File: config.mk
export PLATFORM = sky130hd
export DESIGN_NAME = addsub_nibble_seq
export DESIGN_NICKNAME = d
export VERILOG_FILES = /design/src/rtl/addsub_nibble_seq.sv
export SDC_FILE = /design/constraint.sdc
export NUM_CORES = 1
export LEC_CHECK = 0
export BUFFER_PORTS_ARGS = -buffer_cell sky130_fd_sc_hd__buf_2
export CAP_MARGIN = 20
export CORE_MARGIN = 2
export CORE_UTILIZATION = 33
export DETAILED_ROUTE_END_ITERATION = 10
export GPL_ROUTABILITY_DRIVEN = 0
export PLACE_DENSITY = 0.54
export SETUP_SLACK_MARGIN = 0.3
export SLEW_MARGIN = 20
export SYNTH_ARGS = -nofsm -noshare
export SYNTH_HDL_FRONTEND = slang
export SYNTH_SLANG_ARGS = --single-unit
export TNS_END_PERCENT = 30
File: constraint.sdc
create_clock -name clk -period 4.2 [get_ports clk]
set_input_delay 0.42 -clock clk [delete_from_list [all_inputs] [get_ports clk]]
set_output_delay 0.42 -clock clk [all_outputs]
set_load 0.1 [all_outputs]
File: src/rtl/addsub_nibble_seq.sv
// Serial add/subtract controller: runs one 4-bit add/sub slice over NIBBLES nibbles,
// least-significant nibble first, and reports the W-bit result with co/ov/zf/nf flags.
`timescale 1ns/1ps
module addsub_nibble_seq #(
    parameter int unsigned NIBBLES = 4
) (
    input  logic                 clk,
    input  logic                 rst_n,
    input  logic                 start,
    input  logic                 sub,
    input  logic [4*NIBBLES-1:0] a,
    input  logic [4*NIBBLES-1:0] b,
    output logic                 busy,
    output logic                 done,
    output logic [4*NIBBLES-1:0] s,
    output logic                 co,
    output logic                 ov,
    output logic                 zf,
    output logic                 nf
);

    localparam int unsigned W  = 4 * NIBBLES;
    localparam int unsigned CW = (NIBBLES > 1) ? $clog2(NIBBLES) : 1;

    localparam logic [1:0] ST_IDLE = 2'd0;
    localparam logic [1:0] ST_RUN  = 2'd1;
    localparam logic [1:0] ST_DONE = 2'd2;

    logic [1:0]    r_state;
    logic [CW-1:0] r_cnt;
    logic [W-1:0]  r_a;
    logic [W-1:0]  r_b;
    logic          r_sub;
    logic          r_carry;
    logic [W-1:0]  r_partial;
    logic [W-1:0]  r_s;
    logic          r_co;
    logic          r_ov;
    logic          r_zf;
    logic          r_nf;

    logic [3:0]    w_a4;
    logic [3:0]    w_b4;
    logic          w_cin;
    logic [3:0]    w_lo4;
    logic [4:0]    w_sum5;
    logic          w_last;
    logic [W-1:0]  w_partial_nx;

    // Single 4-bit slice on the current nibble; cin is sub for nibble 0, else the stored carry.
    always_comb begin
        w_a4   = r_a[4*r_cnt +: 4];
        w_b4   = r_b[4*r_cnt +: 4] ^ {4{r_sub}};
        w_cin  = (r_cnt == '0) ? r_sub : r_carry;
        // Bit 3 of the low-3-bit sum is the carry into the nibble MSB (sign carry-in on top nibble).
        w_lo4  = {1'b0, w_a4[2:0]} + {1'b0, w_b4[2:0]} + {3'b000, w_cin};
        w_sum5 = {1'b0, w_a4} + {1'b0, w_b4} + {4'b0000, w_cin};
        w_last = (r_cnt == CW'(NIBBLES - 1));
        w_partial_nx = r_partial;
        w_partial_nx[4*r_cnt +: 4] = w_sum5[3:0];
    end

    // Control FSM, operand latch, nibble processing and result/flag registers.
    always_ff @(posedge clk or negedge rst_n) begin
        if (!rst_n) begin
            r_state   <= ST_IDLE;
            r_cnt     <= '0;
            r_a       <= '0;
            r_b       <= '0;
            r_sub     <= 1'b0;
            r_carry   <= 1'b0;
            r_partial <= '0;
            r_s       <= '0;
            r_co      <= 1'b0;
            r_ov      <= 1'b0;
            r_zf      <= 1'b1;
            r_nf      <= 1'b0;
        end else begin
            case (r_state)
                ST_IDLE: begin
                    if (start) begin
                        r_a     <= a;
                        r_b     <= b;
                        r_sub   <= sub;
                        r_cnt   <= '0;
                        r_state <= ST_RUN;
                    end
                end
                ST_RUN: begin
                    r_partial <= w_partial_nx;
                    r_carry   <= w_sum5[4];
                    r_cnt     <= r_cnt + 1'b1;
                    if (w_last) begin
                        // Final nibble: publish result; flags come straight from this edge's slice.
                        r_cnt   <= '0;
                        r_state <= ST_DONE;
                        r_s     <= w_partial_nx;
                        r_co    <= w_sum5[4] ^ r_sub;
                        r_ov    <= w_lo4[3] ^ w_sum5[4];
                        r_zf    <= (w_partial_nx == '0);
                        r_nf    <= w_partial_nx[W-1];
                    end
                end
                ST_DONE: begin
                    r_state <= ST_IDLE;
                end
                default: begin
                    r_state <= ST_IDLE;
                end
            endcase
        end
    end

    // Handshake and result outputs.
    always_comb begin
        busy = (r_state != ST_IDLE);
        done = (r_state == ST_DONE);
        s    = r_s;
        co   = r_co;
        ov   = r_ov;
        zf   = r_zf;
        nf   = r_nf;
    end

endmodule

==> run metrics, run 1 <==
Area Overhead vs Synth=16.7%; Max Root-Sink Buffers=2; r2r startpoint=r_cnt[1]; Synth Net Count=355; relative slew slack=43.4%; Total Wirelength=approximately 7700 microns; Hold Vio Cnt, Final=0; synthesized area=3620 sq um; Mean Syn Cell Area=11.8 sq um; Max-Cap Viols=0; dpl hpwl=approximately 5500 microns; critical path's most frequent cell=fa_1; die area=between 10000 and 15000 sq um; post-synthesis mux area share=16.1%; Async S/R FF share, synth=100%; number of max-slew violations in the final report=0; vias in the first global route=2576; EDFF count, synth=0; clk_skew=0.0102 ns; crit path capture type=flip-flop; Final Critical Period=3.44 ns; largest cells by area after synthesis=dfrtp_1 50%, mux2_2 10%, mux4_2 5.0%; final antenna-violating net count=0; Final period util=81.9%; placed cells=490; Die Ht=approximately 110 microns; vias post-DR=2531; CTS tree=done; cts hold-fix bufs=0; nets=between 400 and 500; detailed-route vias per instance=5.00; synthesized flop and latch total=73; Ant. Diodes=0; Initial Util=33.5%; PostCTS Resize Cnt=0; total CTS buffers=9; Gate Count Post-Synth=roughly 300; RSZ-0062 raised after global routing=false; Critical path origin=r_cnt[1]; HP Class=in2async; DRC=0; crit-path max FO=12; DRT Pass-1 Iters=4; Crit path required time=4.46 ns; Synth Area in Adders=4.22%; # clock sinks=73; Clk Latency, worst-skew pair=0.35 ns; core area=10800 sq um; worst path cell trace=inv_1, ha_1, mux2i_1, fa_1, fa_1, xor2_1, a211oi_1, or4_1, o31ai_2; post-CTS setup buffers=0; largest net degree at the start of global routing=40; per-cell routed wire length=15.3 microns; Critical Path Source Type=flip-flop; Worst Tran Pin Value=between 0.8 and 0.9 ns; status=finished, final reports clean; Worst path max stage delay=0.67 ns; largest family of logic cells by synthesized area=multiplexers; I/O pin count=58; Ys Warns=0; dominant cell type by area after synthesis=dfrtp_1; Port Buffers=57; initial antenna violation count=0; CTS clk-pin slew, worst paths=0.08 ns; Die X=109 microns; Fin Setup TNS=0 ns; ys flop type=dfrtp_1; register area share after synthesis=50.5%; Synth Area in Compound Gates=between 10% and 20%; Remaining Overflow, GRT=0; post-synth top area share=49.8%; final setup vio count=0; Worst path slowest cell=dfrtp_1; Clock Tree Root=clkbuf_8; xor and xnor area share after synthesis=2.18%; Synth Area in Simple Gates=11.4%; H-tree levels=3; drt initial violations=95; first-pass GRT wire length=between 10000 and 15000 microns; layout cells sized above 1=35.5%; crit path kind=reg2reg; Distinct cells, synth=51; Crit path arrival time=~3.7 ns; Non-Filler Instances=a little over 500; Max Freq=291 MHz; num rows=38; Tot GR Track Use=14.4%
==> area by class of cell <==
type	instances	area [sq um]
fillers	1062	6570
flip-flops and latches	73	1830
multi-input cells	204	1630
repair buffers	61	315
well taps	140	175
clock buffers	11	151
clock inverters	5	77.6
inverters	12	45.0
==> synth_stat cells (all sizes together), types with 2 or more instances <==
master	instances
dfrtp	72
o31ai	2
ha	9
nand3	3
clkbuf	9
mux2i	2
xnor2	4
mux4	8
mux2	33
a21oi	9
nor4	3
inv	12
a22o	11
xor2	5
buf	10
a22oi	3
nor2	17
nor2b	8
o21ai	22
fa	2
a211oi	2
o22ai	2
a221oi	4
nand2b	2
nand2	37
and3	2
==> placed cells by master, fill, tap and decap left out, drive strengths merged, types with 2 or more instances in the layout <==
cell type / instances
a211oi: 2
a21oi: 9
a221oi: 4
a22o: 11
a22oi: 3
and3: 2
buf: 61
bufinv: 2
clkbuf: 11
clkinv: 2
dfrtp: 72
fa: 2
ha: 9
inv: 12
mux2: 33
mux2i: 2
mux4: 8
nand2: 37
nand2b: 2
nand3: 3
nor2: 17
nor2b: 8
nor4: 3
o21ai: 22
o22ai: 2
o31ai: 2
xnor2: 4
xor2: 5
==> final timing paths <==
kind | slack, ns | cells past startpoint | end
max | 0.76 | 9 | zf
max in group asynchronous | 3.05 | 2 | r_b[9]
min in group clk | 0.30 | 2 | r_b[11]
max reg2reg | 0.76 | 9 | zf
min | 0.17 | 1 | s[9]
min reg2reg | 0.47 | 2 | s[3]
==> critical path: cells and delay by family (launching register included) <==
family / cells / cell delay (ns)
AOI/OAI and AO/OA: 2 / 0.26
xor gates and xnor gates: 1 / 0.27
adders and majority gates: 3 / 1.25
buffers and inverters: 1 / 0.18
DFF: 1 / 0.67
muxes: 1 / 0.18
and+or+nand+nor: 1 / 0.55
==> registers in the layout, summed over array words and instances, names as in the netlist <==
| name | cells |
|---|---|
| co | 1 |
| ov | 1 |
| r_a | 16 |
| r_b | 16 |
| r_carry | 1 |
| r_cnt | 2 |
| r_partial | 16 |
| r_state | 2 |
| r_sub | 1 |
| s | 16 |
| zf | 1 |
==> cell families (layout without fill, tap and decap cells) <==
logic type,after synthesis,count (layout)
buf+inv,31,89
xor+xnor,9,9
simple gates,81,81
fa+ha+maj,11,11
compound gates,60,60
mux,43,43
flops,73,73
==> routing by layer <==
metal / wire length, microns / up-vias / track usage (%) / part of all wire (%)
met3: 569 / 14 / 4.72 / 7.3
li1: - / 1195 / - / -
met1: 3490 / 1233 / 19.0 / 45
met4: 123 / 0 / 4.67 / 1.6
met2: 3570 / 89 / 22.4 / 46
met5: 0 / - / 0 / 0
==> per-stage QoR <==
step / cell area (sq um) / worst slack, ns / hold slack (ns) / util [%]
after floorplan: 3620 / 0.860 / 0.124 / -
after global placement: 4000 / 0.869 / 0.456 / 37.0
after detailed placement: 4000 / 0.786 / 0.466 / 37.0
after CTS: 4220 / 0.735 / 0.202 / 39.1
after global routing: 4220 / 0.530 / 0.236 / 39.1
final: 4220 / 0.761 / 0.172 / 39.1
Power of run 1 is not shown: default switching activity piles up to over one toggle a cycle in this logic, so the estimate is an artifact.
==> run 2: changes to the inputs <==
==> constraint.sdc (replaced) <==
create_clock -name clk -period 3.5 [get_ports clk]
set_input_delay 0.35 -clock clk [delete_from_list [all_inputs] [get_ports clk]]
set_output_delay 0.35 -clock clk [all_outputs]
set_load 0.1 [all_outputs]
==> run 2 against run 1 <==
Net effect: global-route usage is 0.086 points lower; final area is 0.56% higher; register-to-register slack got worse by 0.29 ns; clock-buffer cell count fell by 1; sequential share of layout area fell by 0.24 points; fmax rose by 14%; critical path depth rose by 2; final cell count increased by 0.99%; core utilization grew 0.22 points; hold slack better by 0.021 ns; setup slack worse by 0.29 ns.
==> run metrics, run 2 (synthesized netlist as in run 1, its figures left out) <==
Crit path required time=3.76 ns (was 4.46 ns); largest net degree at the start of global routing=74 (was 40); detailed-route vias per instance=4.99 (was 5.00); initial antenna violation count=0 (unchanged); vias post-DR=2548 (was 2531); RSZ-0062 raised after global routing=false (unchanged); total CTS buffers=9 (unchanged); Port Buffers=57 (unchanged); Worst path max stage delay=0.59 ns (was 0.67 ns); I/O pin count=58 (unchanged); drt initial violations=101 (was 95); Hold Vio Cnt, Final=0 (unchanged); Register Area=1830 sq um (unchanged); hold_ws=0.192 ns (was 0.172 ns); H-tree levels=3 (unchanged); num rows=38 (unchanged); Final Critical Period=3.03 ns (was 3.44 ns); # clock sinks=73 (unchanged); crit path kind=reg2reg (unchanged); per-cell routed wire length=15.3 microns (about the same); Multi-input gate area=1650 sq um (was 1630 sq um); die area=11800 sq um (unchanged); wl on met1=3630 microns (was 3490 microns); layout cells sized above 1=37.5% (was 35.5%); Bufs and invs on worst path=2 (was 1); filler cell count=1062 (unchanged); Worst path slowest cell=fa_2 (was dfrtp_1); Die Ht=109 microns (unchanged); Crit path arrival time=3.29 ns (was 3.70 ns); nets=413 (was 408); crit-path max FO=19 (was 12); Clk Latency, worst-skew pair=0.35 ns (about the same); worst path cell trace=buf_8, inv_1, ha_1, mux2i_1, fa_2, fa_2, nand2_1, nand2_2, nand2_1, or4_1, o31ai_2 (was inv_1, ha_1, mux2i_1, fa_1, fa_1, xor2_1, a211oi_1, or4_1, o31ai_2); clk_skew=0.0108 ns (was 0.0102 ns); final antenna-violating net count=0 (unchanged); Remaining Overflow, GRT=0 (unchanged); Final period util=86.5% (was 81.9%); Max-Cap Viols=0 (unchanged); crit path capture type=flip-flop (unchanged); cts hold-fix bufs=0 (unchanged); HP Class=in2async (unchanged); routed wl met2=3580 microns (was 3570 microns); Non-Filler Instances=511 (was 506); first-pass GRT wire length=13000 microns (about the same); placed cells=495 (was 490); Area Overhead vs Synth=17.3% (was 16.7%); Tot GR Track Use=14.3% (was 14.4%); core area=10800 sq um (unchanged); Detail Route met3 WL=486 microns (was 569 microns); CTS clk-pin slew, worst paths=0.09 ns (was 0.08 ns); Max Freq=330 MHz (was 291 MHz); Die X=109 microns (unchanged); delay-heaviest family, CP=adder cells (unchanged); top routing layer used=met4 (unchanged); Worst Tran Pin Value=0.920 ns (was 0.849 ns); Max Root-Sink Buffers=2 (unchanged); dpl hpwl=5550 microns (was 5540 microns); Ant. Diodes=0 (unchanged); number of max-slew violations in the final report=0 (unchanged); most common cell after layout, fill and taps aside=dfrtp_1 (unchanged); Critical Path Source Type=flip-flop (unchanged); status=finished, final reports clean (unchanged); DRT Pass-1 Iters=6 (was 4); CTS tree=done (unchanged); relative slew slack=38.6% (was 43.4%); final setup vio count=0 (unchanged); vias in the first global route=2537 (was 2576); Total Wirelength=7810 microns (was 7750 microns); Fin Setup TNS=0 ns (unchanged); Clock Tree Root=clkbuf_8 (unchanged); most frequent cells in the layout=72 x dfrtp_1, 57 x buf_2, 35 x nand2_1 (unchanged); DRC=0 (unchanged); Initial Util=33.5% (unchanged)
[run 2: layer usage]
metal / up-vias / track usage [%]
met4: 0 / 5.68
li1: 1204 / -
met2: 83 / 21.6
met1: 1249 / 19.6
met5: - / 0
met3: 12 / 3.71
[run 2: path summary, 6_finish.rpt]
kind                            endpoint  slack [ns]  cells past startpoint      from
worst max register to register        zf        0.47                     11  r_cnt[0]
min in group clk                 r_b[14]        0.22                      2     b[14]
worst min-delay path                s[9]        0.19                      2     rst_n
max in group asynchronous         r_a[7]        2.68                      2     rst_n
worst min register to register      s[9]        0.48                      2      s[9]
worst max-delay path                  zf        0.47                     11  r_cnt[0]
[run 2: timing repair]
item	in CTS	in global routing
setup endpoints to repair	0	1
setup buffers	0	0
resized for setup	0	4
[run 2: cell type report]
type,count,share of cell area (%)
inverters,12,1.06
repair buffers,66,8.48
clock inverters,6,1.18
well taps,140,4.12
clock buffers,10,3.24
flip-flops and latches,73,43.0
multi-input cells,204,38.9
[run 2: stage by stage]
| step | util [%] | cell area [sq um] | setup slack [ns] |
|---|---|---|---|
| 2_1_floorplan | - | 3630 | 0.308 |
| 3_3_place_gp | 37.4 | 4040 | 0.442 |
| 3_5_place_dp | 37.4 | 4040 | 0.368 |
| 4_1_cts | 39.1 | 4230 | 0.341 |
| 5_1_grt | 39.4 | 4250 | 0.308 |
| 6_report | 39.4 | 4250 | 0.471 |
Power of run 2 is left out for the same reason.
